[config.mk]
export PLATFORM = sky130hd
export DESIGN_NAME = hazard_scoreboard
export DESIGN_NICKNAME = d
export VERILOG_FILES = /design/src/rtl/hazard_scoreboard.sv
export SDC_FILE = /design/constraint.sdc
export NUM_CORES = 1
export LEC_CHECK = 0
export BUFFER_PORTS_ARGS = -buffer_cell sky130_fd_sc_hd__clkbuf_2
export CAP_MARGIN = 15
export CELL_PAD_IN_SITES_DETAIL_PLACEMENT = 0
export CELL_PAD_IN_SITES_GLOBAL_PLACEMENT = 1
export CORE_MARGIN = 2
export CORE_UTILIZATION = 36
export DETAILED_ROUTE_END_ITERATION = 8
export PLACE_DENSITY = 0.74
export SLEW_MARGIN = 20
export SYNTH_ARGS = -nofsm -noshare
export SYNTH_HDL_FRONTEND = slang
export SYNTH_SLANG_ARGS = --single-unit
[constraint.sdc]
create_clock -name clk -period 5.79 [get_ports clk]
set_clock_uncertainty 0.1 [all_clocks]
set_input_delay 1.737 -clock clk [delete_from_list [all_inputs] [get_ports clk]]
set_output_delay 1.737 -clock clk [all_outputs]
set_load 0.02 [all_outputs]
[src/rtl/hazard_scoreboard.sv]
// hazard_scoreboard: tracks in-flight register writes after decode and
// produces the fetch/decode stall, the D/E bubble and the execute-stage
// forwarding selects. Also counts stall and flush cycles.
//
// Ports:
//   clk, rst         clock, synchronous active-high reset
//   dec_valid        valid instruction in decode
//   dec_src_used     per-operand "reads a register" flags
//   dec_src_addr     operand addresses, operand i at [i*AW +: AW]
//   dec_wr, dec_wa   decode destination write enable and address
//   dec_is_load      destination is produced by data memory
//   flush            taken branch / PC redirect this cycle
//   stall_fd         hold PC and F/D register (combinational)
//   bubble_e         load a bubble into D/E (combinational)
//   fwd_sel          registered per-operand forwarding select
//   slot_valid       registered scoreboard valid bits
//   stall_cnt        saturating stall-cycle counter
//   flush_cnt        saturating flush counter
module hazard_scoreboard #(
  parameter int AW          = 4,
  parameter int STAGES      = 3,
  parameter int NSRC        = 2,
  parameter int LOAD_LAT    = 2,
  parameter int FWD_EN      = 1,
  parameter int FLUSH_SLOTS = 2,
  parameter int SW          = $clog2(STAGES)
) (
  input  logic                 clk,
  input  logic                 rst,
  input  logic                 dec_valid,
  input  logic [NSRC-1:0]      dec_src_used,
  input  logic [NSRC*AW-1:0]   dec_src_addr,
  input  logic                 dec_wr,
  input  logic [AW-1:0]        dec_wa,
  input  logic                 dec_is_load,
  input  logic                 flush,
  output logic                 stall_fd,
  output logic                 bubble_e,
  output logic [NSRC*SW-1:0]   fwd_sel,
  output logic [STAGES-1:0]    slot_valid,
  output logic [15:0]          stall_cnt,
  output logic [15:0]          flush_cnt
);

  // Scoreboard slots: slot 0 = E, slot STAGES-1 = W.
  logic [STAGES-1:0]         v_q, v_d;
  logic [STAGES-1:0]         wr_q, wr_d;
  logic [STAGES-1:0]         ld_q, ld_d;
  logic [STAGES-1:0][AW-1:0] wa_q, wa_d;

  logic [NSRC*SW-1:0] fwd_q, fwd_d;
  logic [15:0]        scnt_q, scnt_d;
  logic [15:0]        fcnt_q, fcnt_d;

  logic [NSRC-1:0]         hit;
  logic [NSRC-1:0][SW-1:0] yk;
  logic [NSRC-1:0]         yld;
  logic [NSRC-1:0]         near;
  logic [NSRC-1:0]         haz;
  logic                    any_haz;
  logic                    issue;

  // Youngest matching slot per operand: scanning oldest to youngest
  // lets the lowest index overwrite any older match.
  always_comb begin
    hit = '0;
    yk  = '0;
    yld = '0;
    for (int i = 0; i < NSRC; i++) begin
      for (int k = STAGES-1; k >= 0; k--) begin
        if (dec_src_used[i] && v_q[k] && wr_q[k] &&
            wa_q[k] == dec_src_addr[i*AW +: AW]) begin
          hit[i] = 1'b1;
          yk[i]  = SW'(k);
          yld[i] = ld_q[k];
        end
      end
    end
  end

  // A match in W is covered by the write-through register file,
  // so only matches in slots 0..STAGES-2 can cause a hazard.
  always_comb begin
    near = '0;
    haz  = '0;
    for (int i = 0; i < NSRC; i++) begin
      near[i] = hit[i] && (int'(yk[i]) <= STAGES-2);
      if (near[i]) begin
        if (FWD_EN != 0) begin
          // Operand is consumed one slot further on (k+1).
          haz[i] = (int'(yk[i]) + 1) <
                   (yld[i] ? LOAD_LAT : 1);
        end else begin
          haz[i] = 1'b1;
        end
      end
    end
  end

  assign any_haz  = |haz;
  assign stall_fd = dec_valid & any_haz & ~flush;
  assign bubble_e = stall_fd | flush;
  assign issue    = dec_valid & ~stall_fd & ~flush;

  always_comb begin
    v_d  = '0;
    wr_d = '0;
    wa_d = '0;
    ld_d = '0;
    v_d[0]  = issue;
    wr_d[0] = dec_wr;
    wa_d[0] = dec_wa;
    ld_d[0] = dec_is_load;
    for (int k = 1; k < STAGES; k++) begin
      v_d[k]  = (flush && k < FLUSH_SLOTS) ? 1'b0 : v_q[k-1];
      wr_d[k] = wr_q[k-1];
      wa_d[k] = wa_q[k-1];
      ld_d[k] = ld_q[k-1];
    end
  end

  always_comb begin
    fwd_d = '0;
    for (int i = 0; i < NSRC; i++) begin
      if (FWD_EN != 0 && issue && near[i]) begin
        fwd_d[i*SW +: SW] = SW'(int'(yk[i]) + 1);
      end
    end
  end

  always_comb begin
    scnt_d = scnt_q;
    fcnt_d = fcnt_q;
    if (stall_fd && scnt_q != 16'hFFFF) begin
      scnt_d = scnt_q + 16'd1;
    end
    if (flush && fcnt_q != 16'hFFFF) begin
      fcnt_d = fcnt_q + 16'd1;
    end
  end

  always_ff @(posedge clk) begin
    if (rst) begin
      v_q    <= '0;
      wr_q   <= '0;
      ld_q   <= '0;
      wa_q   <= '0;
      fwd_q  <= '0;
      scnt_q <= '0;
      fcnt_q <= '0;
    end else begin
      v_q    <= v_d;
      wr_q   <= wr_d;
      ld_q   <= ld_d;
      wa_q   <= wa_d;
      fwd_q  <= fwd_d;
      scnt_q <= scnt_d;
      fcnt_q <= fcnt_d;
    end
  end

  assign fwd_sel    = fwd_q;
  assign slot_valid = v_q;
  assign stall_cnt  = scnt_q;
  assign flush_cnt  = fcnt_q;

endmodule

==> results of run 1 <==
==> worst max-delay path, stage by stage <==
cell      delay (ps)
clkbuf_2         100
buf_4            140
xor2_1           150
nor3_2           210
buf_4            150
buf_4            100
nand2_1           90
nand2_2          110
nor2_2            50
ha_1             310
ha_2             200
nor4_2           250
a32o_1           170
a32oi_1           60
buf_4            160
o21ai_4          150
buf_8            120
==> where the power goes <==
group	total [mW]	internal (mW)	switching [mW]
Clock	0.414	0.251	0.163
Combinational	0.0657	0.0309	0.0348
Sequential	0.407	0.399	0.00795
Total	0.887	0.681	0.206
==> what timing repair did <==
| action | CTS | global route |
|---|---|---|
| endpoints found under the setup margin | 2 | 2 |
| pin swaps | 8 | 1 |
| gates resized for setup | 15 | 8 |
==> flip-flops by register name (all words and copies together) (netlist names) <==
signal and flops:
wa_d 8, ld_q 3, fwd_sel 4, slot_valid 3, stall_cnt 16, wr_q 3
wa_q 4, flush_cnt 16
==> area by class of cell <==
| class | instances | area [um^2] | area share [%] |
|---|---|---|---|
| flip-flops and latches | 57 | 1140 | 29.8 |
| well taps | 102 | 128 | 3.33 |
| clock inverters | 5 | 80.1 | 2.09 |
| clock buffers | 10 | 138 | 3.59 |
| inverters | 9 | 33.8 | 0.882 |
| multi-input cells | 247 | 1730 | 45.2 |
| repair buffers | 95 | 579 | 15.1 |
==> kinds of logic after synthesis <==
group                      synth area share [%]
adders and majority gates                  4.04
muxes                                      3.38
AOI/OAI and AO/OA                          8.12
DFF                                        40.1
xor gates and xnor gates                   11.7
and+or+nand+nor                            29.8
buffers and inverters                      2.94
==> worst min-delay path by stage <==
stage | from | to | slack (ps)
finish | wr_q[0] | wr_q[1] | 390
floorplan | wr_q[1] | wr_q[2] | 360
CTS | wr_q[0] | wr_q[1] | 390
global placement | wr_q[0] | wr_q[1] | 380
global route | wa_d[9] | wa_q[9] | 400
detailed placement | wr_q[0] | wr_q[1] | 380
==> per-stage QoR <==
stage | std cells | setup TNS [ps] | hold slack [ps]
after detailed placement | 510 | -708 | 383
final | 525 | -487 | 387
after global routing | 525 | -768 | 403
after global placement | 510 | -687 | 378
after floorplan | 326 | -218 | 361
after CTS | 525 | -463 | 388
==> layer usage <==
| metal | part of all wire, % | global-route usage, % | vias up |
|---|---|---|---|
| met1 | 46 | 21.7 | 1210 |
| li1 | - | - | 1312 |
| met4 | 1.1 | 4.90 | 0 |
| met2 | 48 | 28.0 | 60 |
| met5 | 0 | 0 | - |
| met3 | 4.9 | 5.61 | 8 |
==> layout by cell type (no fill, tap or decap), drive strengths merged, types with 5 or more instances in the layout <==
| master | instances |
|---|---|
| xnor2 | 11 |
| xor2 | 27 |
| and3 | 6 |
| o31ai | 6 |
| dfxtp | 57 |
| o21ai | 9 |
| nor3 | 7 |
| nand4 | 12 |
| ha | 6 |
| nand2 | 19 |
| nand3 | 17 |
| clkbuf | 67 |
| and4 | 7 |
| a21oi | 15 |
| or4 | 8 |
| mux2 | 5 |
| inv | 9 |
| buf | 38 |
| nor2 | 34 |
| nor2b | 26 |
| or3 | 7 |
==> results.py, run 1 <==
metrics = {
    "run_status": {
        "status": "finished, violations left",
        "violations": "negative setup slack",
    },
    "cts": {
        "cts_sinks": 57,
        "cts_buffers": 9,
        "postCtsSetupBuffers": 0,
        "cts_tree": "yes",
        "htreeDepth": 3,
        "ctsHoldBuffers": 0,
        "root_buffer": "clkbuf_8",
        "path_clk_slew_ps": 60,
        "clk_path_buf_depth": 2,
        "clk-insertion-delay-late_ps": 340,
    },
    "cells_and_area": {
        "diodes": 0,
        "fin_nets": 447,
        "fin_area_um2": 3830,
        "postLayoutCoreUtil_pct": 49.8,
        "area_growth_syn_to_layout_pct": 34.5,
        "fillCellCount": 772,
        "drive_above_1_share_pct": 33.1,
    },
    "die": {
        "die-area_um2": 8640,
        "die_h_um": 93.0,
        "rows": 32,
        "die_width_um": 93.0,
        "initial_core_util_pct": 37.1,
        "ios": 61,
        "core_area_um2": 7690,
    },
    "global_routing": {
        "grt_max_degree": 60,
        "grt_pass1_vias": 2561,
        "grt_pass1_wl_um": 11800,
        "gr-usage-all-layers_pct": 17.2,
        "gr-total-overflow": 0,
        "grt_antenna_before_repair": 0,
    },
    "yosys": {
        "synth_edf_count": 0,
        "ys_seq_elements": 57,
        "synth_async_sr_flop_share_pct": 0,
        "synth_cell_types": 36,
        "yosys_warnings": 0,
        "synth.area.top_cells": "dfxtp_1 (40%), xor2_1 (8.3%), nor2b_1 (5.7%)",
        "yosysTopAreaCellShare_pct": 40.1,
        "synth_cells": 326,
        "ys_seq_area_share_pct": 40.1,
        "synth.most_common_cell": "dfxtp_1",
        "avgSynthCellArea_um2": 8.74,
        "synth.net_count": 354,
        "synth_area_leader_cell": "dfxtp_1",
        "synthFlopType": "dfxtp_1",
        "netlist_top_cells_count": "dfxtp_1 (57), nor2_1 (34), xor2_1 (27)",
        "netlist_area_um2": 2850,
    },
    "sta": {
        "fmax_mhz": 164,
        "timing.final.crit_share_pct": 105,
        "tightest_slew_ps": 607,
        "rsz0062_at_grt": "yes",
        "relSlewSlack_pct": 59.6,
        "setup_viol": 2,
        "hold_viol_final": 0,
        "drv_slew": 0,
        "fin_ws_ps": -307,
        "min_period_ps": 6100,
    },
    "pwr": {
        "max-vdd-ir-drop_mv": 0.116,
        "p_total_mw": 0.887,
        "cellLeakagePower_nw": 1.62,
        "power_density_nw_per_um2": 232,
    },
    "worst_setup_path": {
        "cp-end-kind": "primary output",
        "endpoint": "bubble_e",
        "start_kind": "input port",
        "worstPathMaxFanout": 2,
        "critPathKind": "in2out",
        "rr_worst_depth": 15,
        "crit_start": "dec_src_addr[2]",
        "rr_startpoint": "wa_d[8]",
        "rrSetupSlack_ps": 2330,
        "required_ps": 3950,
        "reg2reg_to": "stall_cnt[5]",
        "crit_arrival_ps": 4260,
    },
    "worst_hold_path": {
        "hold_depth": 1,
        "min_path_type": "reg2reg",
    },
    "routing": {
        "dr.pass1.iters": 4,
        "totalWireLength_um": 7160,
        "vias": 2590,
        "drt_iter0_markers": 40,
        "drc_errors": 0,
        "detail-route-antenna-nets": 0,
        "wl_per_cell_um": 13.6,
        "via_per_inst": 4.93,
    },
    "placement": {
        "dpl.hpwl_um": 5100,
        "dp_slack_ps": -466,
        "gp_congestion": 0.849,
        "port-buffer-count": 60,
        "dpl-instance-area_um2": 3530,
    },
    "job": {
        "drv_cap": 0,
    },
}
(Power assumes the default switching activity.)
==> run 2: changes to the inputs <==
- CORE_MARGIN: 2 -> 4
- CORE_UTILIZATION: 36 -> 39
- PLACE_DENSITY: 0.74 -> not set
- PLACE_DENSITY_LB_ADDON: not set -> 0.2
- clock period: 5.79 -> 7.2 ns (I/O delays scaled with it)
==> run 2 against run 1 <==
Against the previous run: final area shrank 8.2%; largest power group unchanged; combinational power fell by 37%; sequential share of layout area is 2.6 points higher; critical path depth shrank 5; sequential power down 20%; global-route usage down 0.91 points; the run now ends clean.
==> results.py, run 2 (synthesis results as in run 1) <==
metrics = {
    "pwr": {
        "internal_power_mw": 0.577,
        "p_sw_mw": 0.158,
        "p_clk_share_pct": 49.8,
        "p_comb_share_pct": 5.6,
        "max-vdd-ir-drop_mv": 0.0861,
        "cellLeakagePower_nw": 1.46,
        "p_total_mw": 0.735,
        "seqPwrFrac_pct": 44.6,
        "swShare_pct": 21.5,
        "power_density_nw_per_um2": 209,
    },
    "cells_and_area": {
        "drive_above_1_share_pct": 24.0,
        "diodes": 0,
        "area_growth_syn_to_layout_pct": 23.5,
        "fillCellCount": 695,
        "layout_commonest_cell": "clkbuf_2",
        "final_cell_mix": "clkbuf_2 (60), dfxtp_1 (57), nor2_1 (34), xor2_1 (27), nor2b_1 (26)",
        "fin_nets": 414,
    },
    "routing": {
        "drc_errors": 0,
        "vias": 2446,
        "wl_per_cell_um": 13.8,
        "drt_iter0_markers": 89,
        "detail-route-antenna-nets": 0,
        "dr.pass1.iters": 4,
        "via_per_inst": 5.02,
        "totalWireLength_um": 6720,
    },
    "cts": {
        "clk-insertion-delay-late_ps": 330,
        "cts_buffers": 9,
        "root_buffer": "clkbuf_8",
        "htreeDepth": 3,
        "cts_sinks": 57,
        "clk_path_buf_depth": 2,
        "path_clk_slew_ps": 70,
        "cts_tree": "yes",
        "ctsHoldBuffers": 0,
        "postCtsSetupBuffers": 0,
    },
    "worst_setup_path": {
        "cp_cell_sequence": "clkbuf_2, xnor2_1, nand4_1, or4_4, o31ai_4, mux2_2, fa_1, nor3_2, a21oi_1, a32oi_2, o21ai_1, clkbuf_2",
        "rr_worst_depth": 13,
        "worst-path-buf-inv": 2,
        "worstPathMaxFanout": 3,
        "required_ps": 4940,
        "reg2reg_to": "fwd_sel[3]",
        "crit_slowest_cell": "or4_4",
        "cp-end-kind": "primary output",
        "rr_startpoint": "wa_q[8]",
        "rrSetupSlack_ps": 3770,
        "crit_arrival_ps": 4760,
        "crit_top_cell": "clkbuf_2",
        "start_kind": "input port",
        "critPathTopFamily": "compound AO/OA/AOI/OAI gates",
        "critPathKind": "in2out",
        "critPathMaxStageDelay_ps": 450,
    },
    "die": {
        "die_h_um": 93.5,
        "die-area_um2": 8740,
        "ios": 61,
        "core_area_um2": 6940,
        "die_width_um": 93.5,
        "rows": 30,
        "initial_core_util_pct": 41.0,
    },
    "sta": {
        "setup_viol": 0,
        "fmax_mhz": 142,
        "tightest_slew_ps": 603,
        "timing.final.crit_share_pct": 97.5,
        "min_period_ps": 7020,
        "fin_ws_ps": 180,
        "drv_slew": 0,
        "relSlewSlack_pct": 59.8,
        "hold_viol_final": 0,
    },
    "placement": {
        "port-buffer-count": 60,
        "gp_congestion": 0.801,
        "dpl.hpwl_um": 4930,
        "dp_slack_ps": 26.0,
    },
    "run_status": {
        "status": "finished, final reports clean",
    },
    "global_routing": {
        "grt_most_used_layer": "met2",
        "globalRouteMet1Util_pct": 21.9,
        "use_met2_pct": 24.8,
        "grt_max_degree": 60,
        "gr-usage-all-layers_pct": 16.3,
        "gr-total-overflow": 0,
        "grt_antenna_before_repair": 0,
        "grt_pass1_vias": 2422,
        "met3_usage_pct": 4.10,
        "grt_pass1_wl_um": 11400,
    },
    "worst_hold_path": {
        "min_path_type": "reg2reg",
        "hold_start": "wr_q[1]",
        "hold_depth": 1,
        "hold_end": "wr_q[2]",
    },
    "job": {
        "drv_cap": 0,
    },
}
[run 2: cell types whose count changed in the layout (fill, tap and decap cells not counted), sizes merged]
cell,delta
clkbuf,+4
clkinvlp,-1
buf,-36
bufinv,+1
[run 2: per-stage QoR]
stage          instances  hold slack (ps)  setup TNS, ps  cell area (um^2)  utilization, %
3_3_place_gp         471              391              0              3230            46.6
2_1_floorplan        326              361              0              2850               -
5_1_grt              487              427          -15.4              3520            50.7
4_1_cts              487              403              0              3480            50.1
6_report             487              403              0              3520            50.7
3_5_place_dp         471              394              0              3230            46.6
[run 2: area by class of cell]
class / instances / area [um^2] / area share, %
Multi-Input combinational cell: 247 / 1660 / 47.3
Tap cell: 96 / 120 / 3.41
Sequential cell: 57 / 1140 / 32.4
Clock buffer: 11 / 141 / 4.02
Inverter: 9 / 33.8 / 0.960
Clock inverter: 5 / 103 / 2.92
Timing Repair Buffer: 62 / 315 / 8.96
[run 2: worst register-to-register path, cell delays in order (launching register included)]
cell	delay, ps
dfxtp_1	330
xnor2_1	180
nand4_1	120
or4_4	450
o31ai_4	270
mux2_2	190
fa_1	440
nor3_2	180
a21oi_1	110
a32oi_2	270
buf_4	300
nand2_1	140
inv_1	120
and3_1	180
[run 2: what timing repair did]
item                       4_1_cts  5_1_grt
gates resized for setup          0        8
hold endpoints to repair         0        0
setup endpoints to repair        0        2
[run 2: power groups by stage]
stage          Sequential (mW)  Clock (mW)  Combinational (mW)
6_report                 0.327       0.366              0.0414
5_1_grt                  0.328       0.392              0.0466
4_1_cts                  0.327       0.377              0.0415
3_5_place_dp             0.334           0              0.0410
3_3_place_gp             0.334           0              0.0410
2_1_floorplan            0.334           0              0.0236
[run 2: how the worst max path moves through the flow]
stage	from	endpoint	slack, ps	depth (start not counted)
final	dec_src_addr[4]	bubble_e	180	12
after global routing	dec_src_addr[4]	bubble_e	-20	12
after CTS	dec_src_addr[4]	bubble_e	20	12
after detailed placement	dec_src_addr[4]	bubble_e	30	12
after global placement	dec_src_addr[4]	bubble_e	120	12
after floorplan	dec_src_addr[7]	bubble_e	70	11
[run 2: routing by layer]
layer  up-vias  share of wire, %  wire [um]
li1       1254                 -          -
met1      1123                49       3280
met2        58                45       3020
met3        11               4.9        328
met4         0               1.5         99
met5         -                 0          0
==> run 3: changes to the inputs <==
- CORE_ASPECT_RATIO: not set -> 0.6
==> run 3 against run 2 <==
Against the previous run: sequential power barely moved; flip-flop and latch count did not move; combinational power fell by 1%; highest routed layer unchanged; critical path depth fell by 1; fmax fell by 0.44%; power rose by 10%; clock power rose by 20%; die area rose by 0.51%.
==> results.py, run 3 (synthesis results as in run 1) <==
metrics = {
    "cts": {
        "postCtsSetupBuffers": 0,
        "root_buffer": "clkbuf_16",
        "path_clk_slew_ps": 50,
        "cts_buffers": 9,
        "cts_tree": "yes",
        "clk-insertion-delay-late_ps": 330,
        "ctsHoldBuffers": 0,
        "htreeDepth": 3,
        "cts_sinks": 57,
        "cts_resized": 0,
        "clk_path_buf_depth": 2,
    },
    "worst_setup_path": {
        "start_kind": "input port",
        "cp-end-kind": "primary output",
        "worstPathMaxFanout": 3,
        "critPathKind": "in2out",
        "required_ps": 4940,
        "crit_arrival_ps": 4790,
        "rr_worst_depth": 11,
    },
    "sta": {
        "setup_viol": 0,
        "timing.final.crit_share_pct": 97.9,
        "fmax_mhz": 142,
        "rsz0062_at_grt": "no",
        "tightest_slew_ps": 617,
        "relSlewSlack_pct": 58.9,
        "tns_ps": 0,
        "drv_slew": 0,
        "hold_viol_final": 0,
        "min_period_ps": 7050,
    },
    "placement": {
        "dpl.hpwl_um": 5120,
        "gp_congestion": 0.885,
        "dpl.cell_count": 462,
        "port-buffer-count": 60,
    },
    "job": {
        "drv_cap": 0,
    },
    "die": {
        "initial_core_util_pct": 41.4,
        "die_h_um": 74.2,
        "rows": 23,
        "die-area_um2": 8780,
        "core_area_um2": 6880,
        "die_width_um": 118,
        "ios": 61,
    },
    "routing": {
        "via_per_inst": 5.11,
        "detail-route-antenna-nets": 0,
        "dr.pass1.iters": 4,
        "vias": 2443,
        "drc_errors": 0,
        "totalWireLength_um": 6940,
        "drt_iter0_markers": 117,
        "wl_per_cell_um": 14.5,
    },
    "run_status": {
        "status": "finished, final reports clean",
    },
    "cells_and_area": {
        "area_growth_syn_to_layout_pct": 24.3,
        "layout_commonest_cell": "clkbuf_2",
        "postLayoutCoreUtil_pct": 51.5,
        "fin_cells": 478,
        "drive_above_1_share_pct": 22.8,
        "final_cell_mix": "clkbuf_2 (60), dfxtp_1 (57), nor2_1 (34), xor2_1 (27), nor2b_1 (26)",
        "fillCellCount": 675,
        "diodes": 0,
        "fin_nets": 414,
    },
    "global_routing": {
        "gr-usage-all-layers_pct": 16.7,
        "grt_antenna_before_repair": 0,
        "grt_pass1_wl_um": 11500,
        "gr-total-overflow": 0,
        "grt_pass1_vias": 2257,
        "grt_max_degree": 60,
    },
    "pwr": {
        "power_density_nw_per_um2": 228,
        "max-vdd-ir-drop_mv": 0.124,
        "cellLeakagePower_nw": 1.48,
    },
    "worst_hold_path": {
        "min_path_type": "reg2reg",
        "hold_depth": 2,
    },
}
[run 3: final timing paths]
check | from | to | slack (ps)
worst min-delay path | stall_cnt[6] | stall_cnt[6] | 390
worst min register to register | stall_cnt[6] | stall_cnt[6] | 390
worst max-delay path | dec_src_addr[7] | bubble_e | 150
worst max register to register | wa_q[10] | stall_cnt[0] | 3750
[run 3: stage by stage]
stage          setup slack [ps]  instance area [um^2]  power (mW)  hold slack [ps]
2_1_floorplan              68.2                  2850       0.358              361
3_3_place_gp                144                  3220       0.375              383
3_5_place_dp               87.8                  3220       0.376              389
4_1_cts                     102                  3530       0.815              394
5_1_grt                    8.18                  3540       0.835              427
6_report                    149                  3540       0.808              389
[run 3: power breakdown]
| part | internal, mW | switching [mW] |
|---|---|---|
| logic | 0.0166 | 0.0243 |
| clock network | 0.295 | 0.144 |
| registers | 0.322 | 0.00661 |
[run 3: routing by layer]
metal  vias up  global-route usage [%]  wire length, um
met3        10                    5.62              402
met1      1130                    23.3             3670
met4         0                    7.01              107
met2        56                    23.7             2760
met5         -                       0                0
li1       1247                       -                -
[run 3: cell type report]
type	instances	area [um^2]	area share [%]
Clock buffer	14	274	7.74
Clock inverter	2	35.0	0.989
Inverter	9	33.8	0.954
Multi-Input combinational cell	247	1630	46.1
Sequential cell	57	1140	32.2
Tap cell	87	109	3.07
Timing Repair Buffer	62	315	8.90
[run 3: worst max-delay path: stages]
cell      delay [ps]
clkbuf_2         120
xor2_1           150
or4_1            580
o31ai_2          270
mux2_2           200
fa_1             430
nor3_1           190
a21oi_1          100
a32oi_1          260
o21ai_0          130
clkbuf_2         180
